<file path="src/rtl/lsu_mem_ctrl.sv">
// Load/store unit between EXE and WB: one transaction in flight, variable-latency memory
// port with ack, misalignment detection and ack-timeout error reporting.
module lsu_mem_ctrl #(
   parameter int          XLEN        = 64,
   parameter logic [63:0] BASE_ADDR   = 64'h8000_0000,
   parameter int          TIMEOUT_CYC = 255
) (
   input  logic            clock,
   input  logic            reset,
   input  logic            req_valid,
   output logic            req_ready,
   input  logic            req_wen,
   input  logic [XLEN-1:0] req_addr,
   input  logic [XLEN-1:0] req_wdata,
   input  logic [1:0]      req_size,
   input  logic            req_unsigned,
   input  logic [4:0]      req_rd,
   output logic            mem_en,
   output logic            mem_wen,
   output logic [XLEN-1:0] mem_idx,
   output logic [XLEN-1:0] mem_wdata,
   output logic [XLEN-1:0] mem_wmask,
   input  logic [XLEN-1:0] mem_rdata,
   input  logic            mem_ack,
   output logic            resp_valid,
   input  logic            resp_ready,
   output logic [XLEN-1:0] resp_data,
   output logic [4:0]      resp_rd,
   output logic [1:0]      resp_err
);
   localparam int NB   = XLEN / 8;
   localparam int OFFW = $clog2(NB);

   typedef enum logic [1:0] {IDLE, REQ, RESP} state_t;
   state_t state, next_state;

   logic            lat_wen, lat_unsigned;
   logic [XLEN-1:0] lat_addr, lat_wdata;
   logic [1:0]      lat_size;
   logic [4:0]      lat_rd;
   logic [15:0]     wait_cnt;
   logic [XLEN-1:0] resp_data_q;
   logic [1:0]      resp_err_q;

   logic            accept, illegal, timeout_hit, sign_bit;
   logic [3:0]      req_off_ext, align_mask;
   logic [OFFW-1:0] off;
   logic [15:0]     base_mask;
   logic [NB-1:0]   byte_mask;
   logic [XLEN-1:0] wmask_full, idx_value, shifted_rdata, low_mask, load_value;

   assign accept      = (state == IDLE) && req_valid;
   assign req_off_ext = 4'(req_addr[OFFW-1:0]);
   assign align_mask  = 4'((4'd1 << req_size) - 4'd1);
   assign illegal     = ((req_off_ext & align_mask) != 4'd0) || ((XLEN == 32) && (req_size == 2'd3));
   assign timeout_hit = (17'(wait_cnt) + 17'd1) == 17'(TIMEOUT_CYC);

   // Lane placement of store data and alignment/extension of load data, all from latched fields
   always_comb begin
      off           = lat_addr[OFFW-1:0];
      base_mask     = (16'd1 << (5'd1 << lat_size)) - 16'd1;
      byte_mask     = NB'(base_mask << off);
      wmask_full    = '0;
      low_mask      = '0;
      for (int b = 0; b < NB; b++) begin
         wmask_full[b*8 +: 8] = {8{byte_mask[b]}};
      end
      idx_value     = (lat_addr - BASE_ADDR[XLEN-1:0]) >> OFFW;
      shifted_rdata = mem_rdata >> {off, 3'b000};
      for (int i = 0; i < XLEN; i++) begin
         low_mask[i] = (i < (8 << lat_size));
      end
      case (lat_size)
         2'd0:    sign_bit = shifted_rdata[7];
         2'd1:    sign_bit = shifted_rdata[15];
         2'd2:    sign_bit = shifted_rdata[31];
         default: sign_bit = 1'b0;
      endcase
      load_value = (shifted_rdata & low_mask) |
                   ((sign_bit && !lat_unsigned) ? ~low_mask : '0);
   end

   always_ff @(posedge clock or posedge reset) begin
      if (reset) state <= IDLE;
      else       state <= next_state;
   end

   // Next-state and handshake/memory outputs; memory outputs are zero outside REQ
   always_comb begin
      next_state = state;
      req_ready  = 1'b0;
      mem_en     = 1'b0;
      mem_wen    = 1'b0;
      mem_idx    = '0;
      mem_wdata  = '0;
      mem_wmask  = '0;
      resp_valid = 1'b0;
      case (state)
         IDLE: begin
            req_ready = 1'b1;
            if (req_valid) next_state = illegal ? RESP : REQ;
         end
         REQ: begin
            mem_en    = 1'b1;
            mem_wen   = lat_wen;
            mem_idx   = idx_value;
            mem_wdata = lat_wdata << {off, 3'b000};
            mem_wmask = wmask_full;
            if (mem_ack || timeout_hit) next_state = RESP;
         end
         RESP: begin
            resp_valid = 1'b1;
            if (resp_ready) next_state = IDLE;
         end
         default: next_state = IDLE;
      endcase
   end

   // Request capture, timeout counting and response registers; ack wins over the timeout limit
   always_ff @(posedge clock or posedge reset) begin
      if (reset) begin
         lat_wen      <= 1'b0;
         lat_unsigned <= 1'b0;
         lat_addr     <= '0;
         lat_wdata    <= '0;
         lat_size     <= 2'd0;
         lat_rd       <= 5'd0;
         wait_cnt     <= 16'd0;
         resp_data_q  <= '0;
         resp_err_q   <= 2'd0;
      end else begin
         case (state)
            IDLE: begin
               if (accept) begin
                  lat_wen      <= req_wen;
                  lat_unsigned <= req_unsigned;
                  lat_addr     <= req_addr;
                  lat_wdata    <= req_wdata;
                  lat_size     <= req_size;
                  lat_rd       <= req_rd;
                  wait_cnt     <= 16'd0;
                  resp_data_q  <= '0;
                  resp_err_q   <= illegal ? 2'd1 : 2'd0;
               end
            end
            REQ: begin
               if (mem_ack) begin
                  resp_data_q <= lat_wen ? '0 : load_value;
                  resp_err_q  <= 2'd0;
               end else if (timeout_hit) begin
                  resp_data_q <= '0;
                  resp_err_q  <= 2'd2;
               end else begin
                  wait_cnt <= wait_cnt + 16'd1;
               end
            end
            default: ;
         endcase
      end
   end

   assign resp_data = resp_data_q;
   assign resp_rd   = lat_rd;
   assign resp_err  = resp_err_q;
endmodule

</file>
<file path="config.mk">
export PLATFORM = sky130hd
export DESIGN_NAME = lsu_mem_ctrl
export DESIGN_NICKNAME = d
export VERILOG_FILES = /design/src/rtl/lsu_mem_ctrl.sv
export SDC_FILE = /design/constraint.sdc
export NUM_CORES = 1
export LEC_CHECK = 0
export ABC_AREA = 1
export BUFFER_PORTS_ARGS = -buffer_cell sky130_fd_sc_hd__clkbuf_2
export CORE_AREA = 2 2 186 188
export CTS_BUF_LIST = sky130_fd_sc_hd__clkbuf_8
export DETAILED_ROUTE_END_ITERATION = 8
export DIE_AREA = 0 0 188 190
export PLACE_DENSITY = 0.72
export SLEW_MARGIN = 20
export SYNTH_ARGS = -nofsm -noshare
export SYNTH_HDL_FRONTEND = slang
export SYNTH_SLANG_ARGS = --single-unit
</file>
<file path="constraint.sdc">
create_clock -name clock -period 9.18 [get_ports clock]
set_input_delay 1.377 -clock clock [delete_from_list [all_inputs] [get_ports clock]]
set_output_delay 1.377 -clock clock [all_outputs]
set_load 0.02 [all_outputs]
</file>
==> results of run 1 <==
==> flip-flops by register name, summed over array words and instances (netlist names) <==
register	count
lat_wdata	64
resp_data	64
lat_addr	64
lat_wen	1
resp_rd	5
resp_err	2
state	2
lat_unsigned	1
wait_cnt	16
lat_size	2
==> worst paths after layout <==
| path | to | cells after the start | slack [ps] |
|---|---|---|---|
| hold reg to reg | resp_data[16]$_DFFE_PP0P_ | 2 | 470 |
| setup / recovery | mem_wmask[19] | 7 | 3670 |
| setup reg to reg | resp_data[45]$_DFFE_PP0P_ | 12 | 4920 |
| hold / removal | resp_data[16]$_DFFE_PP0P_ | 2 | 470 |
| max in group asynchronous | lat_addr[17]$_DFFE_PP0P_ | 3 | 6860 |
| min in group asynchronous | lat_wdata[53]$_DFFE_PP0P_ | 2 | 910 |
==> worst max-delay path: stages (launching register included) <==
cell and delay, ps:
dfrtp_2 340, buf_4 680, clkinv_2 630, nor2_1 540, buf_4 290, a21oi_1 90, nor2_1 660, clkbuf_2 300
==> placed cells by master (no fill, tap or decap), types with 18 or more instances in the layout <==
master    count
nand2_1     495
clkbuf_2    469
nor2_1      253
dfrtp_1     219
o21ai_0     173
inv_1       144
nand3_1     122
a21oi_1     113
mux2_2       68
clkbuf_8     53
nand4_1      22
o211ai_1     21
mux2i_1      18
buf_4        18
==> where the power goes <==
part	switching [uW]	total, uW	internal (uW)
Combinational	1990	2890	896
Clock	446	997	550
Sequential	293	1630	1330
==> layer usage <==
metal	vias up	part of all wire
met5	-	0.00064
met4	4	0.054
met3	153	0.076
met2	713	0.47
met1	6846	0.40
li1	6947	-
==> kinds of logic after synthesis <==
group	after synthesis	share of synthesized area
AND/OR/NAND/NOR	924	0.272
AO/OA/AOI/OAI	356	0.143
flip-flops	221	0.399
other	1	0.000270
multiplexers	86	0.0682
adder cells (fa/ha/maj)	5	0.00451
XOR/XNOR	11	0.00695
buffers and inverters	319	0.106
==> through the flow <==
step | hold slack, ps | setup WS (ps)
final | 468 | 3670
after global routing | 494 | 3420
after CTS | 472 | 3620
after detailed placement | 458 | 4240
after global placement | 456 | 4420
after floorplan | 464 | 1750
==> synthesized netlist by cell type, drive strengths merged (2+ instances only) <==
cell	instances
mux2i	18
inv	140
nor2	260
buf	89
nand3	123
o21ai	175
o311ai	2
o211ai	21
a21oi	113
nor3	10
nand3b	3
o22ai	10
a221o	16
a22o	2
ha	5
clkbuf	90
o21bai	6
nand4	22
nor3b	2
dfrtp	221
nand2	501
a22oi	10
xnor2	2
xor2	9
mux2	68
==> final cells by class <==
type	count	area, um^2	area share
clock inverter	21	139	0.00823
tap	455	569	0.0337
inverter	140	534	0.0316
sequential	221	5540	0.328
timing repair buffer	487	2480	0.147
clock buffer	53	729	0.0432
antenna	4	10.0	0.000593
multi-input combinational	1385	6890	0.408
==> flow_summary.ini, run 1 <==
[outcome]
outcome = finished, final reports clean

[sta]
period_share = 0.600
finalClockSkew_ps = 30.9
finalHoldViolCount = 0
slew_violations = 0
finalSetupTns_ps = 0
clock.fmax_ghz = 0.181
rsz0062_at_grt = no
fin_crit_ps = 5510
setup_violations = 0
worst_slew_pin_slew_ps = 1090
slew-limit-headroom = 0.272

[clock_tree]
insertion_delay_ps = 570
cts_resized = 0
cts_tree = built
postCtsSetupRepairBufs = 0
cts_sinks = 221
root_buffer = clkbuf_8
cts_hold_buf = 0
numCtsBuffers = 41
htreeDepth = 2
cts.clk_slew.worst_paths_ps = 60
clk_path_buf_depth = 3

[detailed_routing]
drtIter0Drc = 1139
num_vias = 14700
wire_per_inst_um = 18.0
first_pass_iters = 8
wl_um = 49700
ant_nets = 0
route.detailed.drc = 0
via_per_inst = 5.30

[place]
dp_hpwl_um = 37200
dpl-instance-area_um2 = 16000
port_buffers = 469
dp_cells = 2688
gp_congestion = 0.941

[global_route]
grt-ovfl-total = 0
use_met1 = 0.336
grtUsageMet3 = 0.0524
antenna_found_initial = 6
grt.total_usage = 0.272
grt_max_degree = 104
met2_usage = 0.451
grt_pass1_vias = 13900
grt_pass1_wl_um = 76200
busiest_layer = met2

[layout]
drive_gt1_frac = 0.278
finalNonFillerCells = 2766
fin_area_um2 = 16900
fin_nets = 2487
syn_to_final_growth_pct = 21.8
finalCoreUtilization = 0.497
nFillCells = 3372

[logic_synthesis]
synth_area_per_cell_um2 = 7.21
synthDominantCellAreaShare = 0.399
synth-edff-count = 0
yosysSeqAreaShare = 0.399
synth_cell_types = 40
synth_area_leader_cell = dfrtp_1
netlist_area_um2 = 13900
yosysWarningCount = 0
synth_seq_cells = 221
synthFlopType = dfrtp_1
synthArstFlopShare = 1.00
postSynthCellCount = 1923
synth.top_cells.by_area = dfrtp_1 (40%), nand2_1 (13%), nor2_1 (6.9%), o21ai_0 (6.3%), mux2_2 (5.5%)

[power]
power_uw = 5510
leakage_uw = 0.00901
ir_drop_mv = 0.203
powerDensity_nw_per_um2 = 326

[critical_path]
reg2reg_from = lat_addr[1]$_DFFE_PP0P_
start_kind = flip-flop
startpoint = lat_addr[1]$_DFFE_PP0P_
critPathMaxFanout = 85
cp-end-kind = output port
crit_required_ps = 7800
cp_data_arrival_time_ps = 4130
criticalPathCategory = flip-flop to output port

[die]
die_area_um2 = 35700
dieWidth_um = 188
start_util = 0.408
rows = 68
pin_count = 473
die_h_um = 190
coreArea_um2 = 33900

[hold_path]
hold_class = flip-flop to flip-flop
hp-start = resp_data[16]$_DFFE_PP0P_

[job]
max_cap_violations = 0
Power figures use the tool's default switching activity.
==> run 2, diff against run 1 <==
--- a/config.mk
+++ b/config.mk
@@ -7,11 +7,11 @@
 export LEC_CHECK = 0
 export ABC_AREA = 1
 export BUFFER_PORTS_ARGS = -buffer_cell sky130_fd_sc_hd__clkbuf_2
-export CORE_AREA = 2 2 186 188
+export CORE_AREA = 2 2 184 186
 export CTS_BUF_LIST = sky130_fd_sc_hd__clkbuf_8
 export DETAILED_ROUTE_END_ITERATION = 8
-export DIE_AREA = 0 0 188 190
-export PLACE_DENSITY = 0.72
+export DIE_AREA = 0 0 186 188
+export PLACE_DENSITY = 0.76
 export SLEW_MARGIN = 20
 export SYNTH_ARGS = -nofsm -noshare
 export SYNTH_HDL_FRONTEND = slang
==> constraint.sdc (replaced) <==
create_clock -name clock -period 4.97 [get_ports clock]
set_input_delay 0.7455 -clock clock [delete_from_list [all_inputs] [get_ports clock]]
set_output_delay 0.7455 -clock clock [all_outputs]
set_load 0.02 [all_outputs]
==> flow_summary.ini, run 2 (synthesized netlist as in run 1, its figures left out) <==
[outcome]
outcome = finished, final reports clean

[global_route]
grt_pass1_wl_um = 77700
grt_pass1_vias = 13900
grt.total_usage = 0.286
antenna_found_initial = 10
grt-ovfl-total = 0
grt_max_degree = 207

[sta]
clock.fmax_ghz = 0.229
period_share = 0.877
worst_slew_pin_slew_ps = 1090
whs_ps = 63.8
slew-limit-headroom = 0.273
fin_ws_ps = 610
rsz0062_at_grt = no
setup_violations = 0
finalClockSkew_ps = 31.7
slew_violations = 0
fin_crit_ps = 4360
finalHoldViolCount = 0
finalSetupTns_ps = 0

[clock_tree]
clk_path_buf_depth = 3
insertion_delay_ps = 550
cts_hold_buf = 0
cts.clk_slew.worst_paths_ps = 60
htreeDepth = 2
cts_sinks = 221
cts_resized = 0
cts_tree = built
postCtsSetupRepairBufs = 0
numCtsBuffers = 40
root_buffer = clkbuf_8

[power]
power_uw = 10200
seqPwrFrac = 0.304
combPwrFrac = 0.524
p_switching_uw = 5080
powerDensity_nw_per_um2 = 605
sw_frac_of_total = 0.498
leakage_uw = 0.00900
ir_drop_mv = 0.323
clkPwrFrac = 0.172
internal_power_uw = 5110

[die]
coreArea_um2 = 33100
die_area_um2 = 35000
pin_count = 473
die_h_um = 188
rows = 67
start_util = 0.419
dieWidth_um = 186

[critical_path]
cp-end-kind = output port
crit_slowest_cell = dfrtp_1
path_cells = nor2_1 -> inv_1 -> ha_1 -> o21ai_0 -> o21ai_0 -> o22ai_1 -> clkbuf_2
reg2regPathDepth = 10
cp_data_arrival_time_ps = 3610
reg2reg_slack_ps = 1680
criticalPathCategory = flip-flop to output port
r2r-end = resp_data[31]$_DFFE_PP0P_
crit_required_ps = 4220
start_kind = flip-flop
startpoint = lat_size[1]$_DFFE_PP0P_
reg2reg_from = lat_addr[0]$_DFFE_PP0P_
path_common_cell = o21ai_0
critPathMaxFanout = 21
path_delay_family = compound AO/OA/AOI/OAI gates
crit_buf_inv = 2
max_stage_delay_ps = 770

[detailed_routing]
ant_nets = 0
dr_wl_met3_um = 4170
wl_met1_um = 21000
wl_um = 51900
via_per_inst = 5.40
route.detailed.drc = 0
first_pass_iters = 6
top_layer_used = met5
num_vias = 14900
wl_met2_um = 24400
drtIter0Drc = 1490
wire_per_inst_um = 18.8

[layout]
most-common-layout-cells = nand2_1 (494), clkbuf_2 (469), nor2_1 (254), dfrtp_1 (219), o21ai_0 (174)
syn_to_final_growth_pct = 21.6
drive_gt1_frac = 0.275
layout_commonest_cell = nand2_1
finalNonFillerCells = 2758
fin_nets = 2487

[hold_path]
hold_class = primary input to asynchronous set/reset pin

[place]
preCtsSetupSlack_ps = 1240
dp_hpwl_um = 38300
gp_congestion = 0.996
dp_cells = 2682
port_buffers = 469

[job]
max_cap_violations = 0
-- run 2: changes by cell type in the layout (fill, tap and decap cells not counted), moves of 2 or more --
cell      delta
clkinv_2     -5
buf_4        -3
buf_12       +4
clkbuf_8     -2
inv_1        +4
diode_2      +5
-- run 2: power by group through the flow --
stage	Combinational, uW	Clock, uW	Sequential (uW)
after floorplan	3880	0	2950
after global placement	5190	0	3080
after detailed placement	5270	0	3110
after CTS	5280	1790	3080
after global routing	5820	1870	3190
final	5340	1750	3100
-- run 2: final cells by class --
cell class,instances,area (um^2)
Fill cell,3284,16200
Multi-Input combinational cell,1385,6890
Sequential cell,221,5540
Timing Repair Buffer,488,2540
Clock buffer,51,702
Tap cell,448,561
Inverter,140,531
Clock inverter,16,88.8
Antenna cell,9,22.5
-- run 2: worst reg2reg max path, stage by stage, from the launching register on --
cell and delay (ps):
dfrtp_4 920, buf_4 690, o21ai_0 250, o21ai_0 210
nand2_1 100, nand3_1 90, nand3_1 70, nand2_1 110
nand2_1 360, nand3_1 290, nand2_1 80
-- run 2: how the worst max path moves through the flow --
stage / end / depth (start not counted)
after CTS: mem_wmask[23] / 7
after floorplan: lat_addr[0]$_DFFE_PP0P_ / 1
after detailed placement: mem_wmask[23] / 7
after global routing: mem_wmask[58] / 7
after global placement: mem_wmask[19] / 7
final: mem_wmask[58] / 7
-- run 2: metrics by stage --
stage           util  instance area, um^2
3_5_place_dp   0.485                16000
6_report       0.509                16900
4_1_cts        0.509                16800
3_3_place_gp   0.485                16000
2_1_floorplan      -                13900
5_1_grt        0.509                16900
-- run 2: metal layers --
| metal | track usage | vias to the layer above |
|---|---|---|
| met2 | 0.465 | 791 |
| met5 | 0 | - |
| met3 | 0.0526 | 136 |
| met1 | 0.370 | 7015 |
| met4 | 0.128 | 2 |
| li1 | - | 6955 |
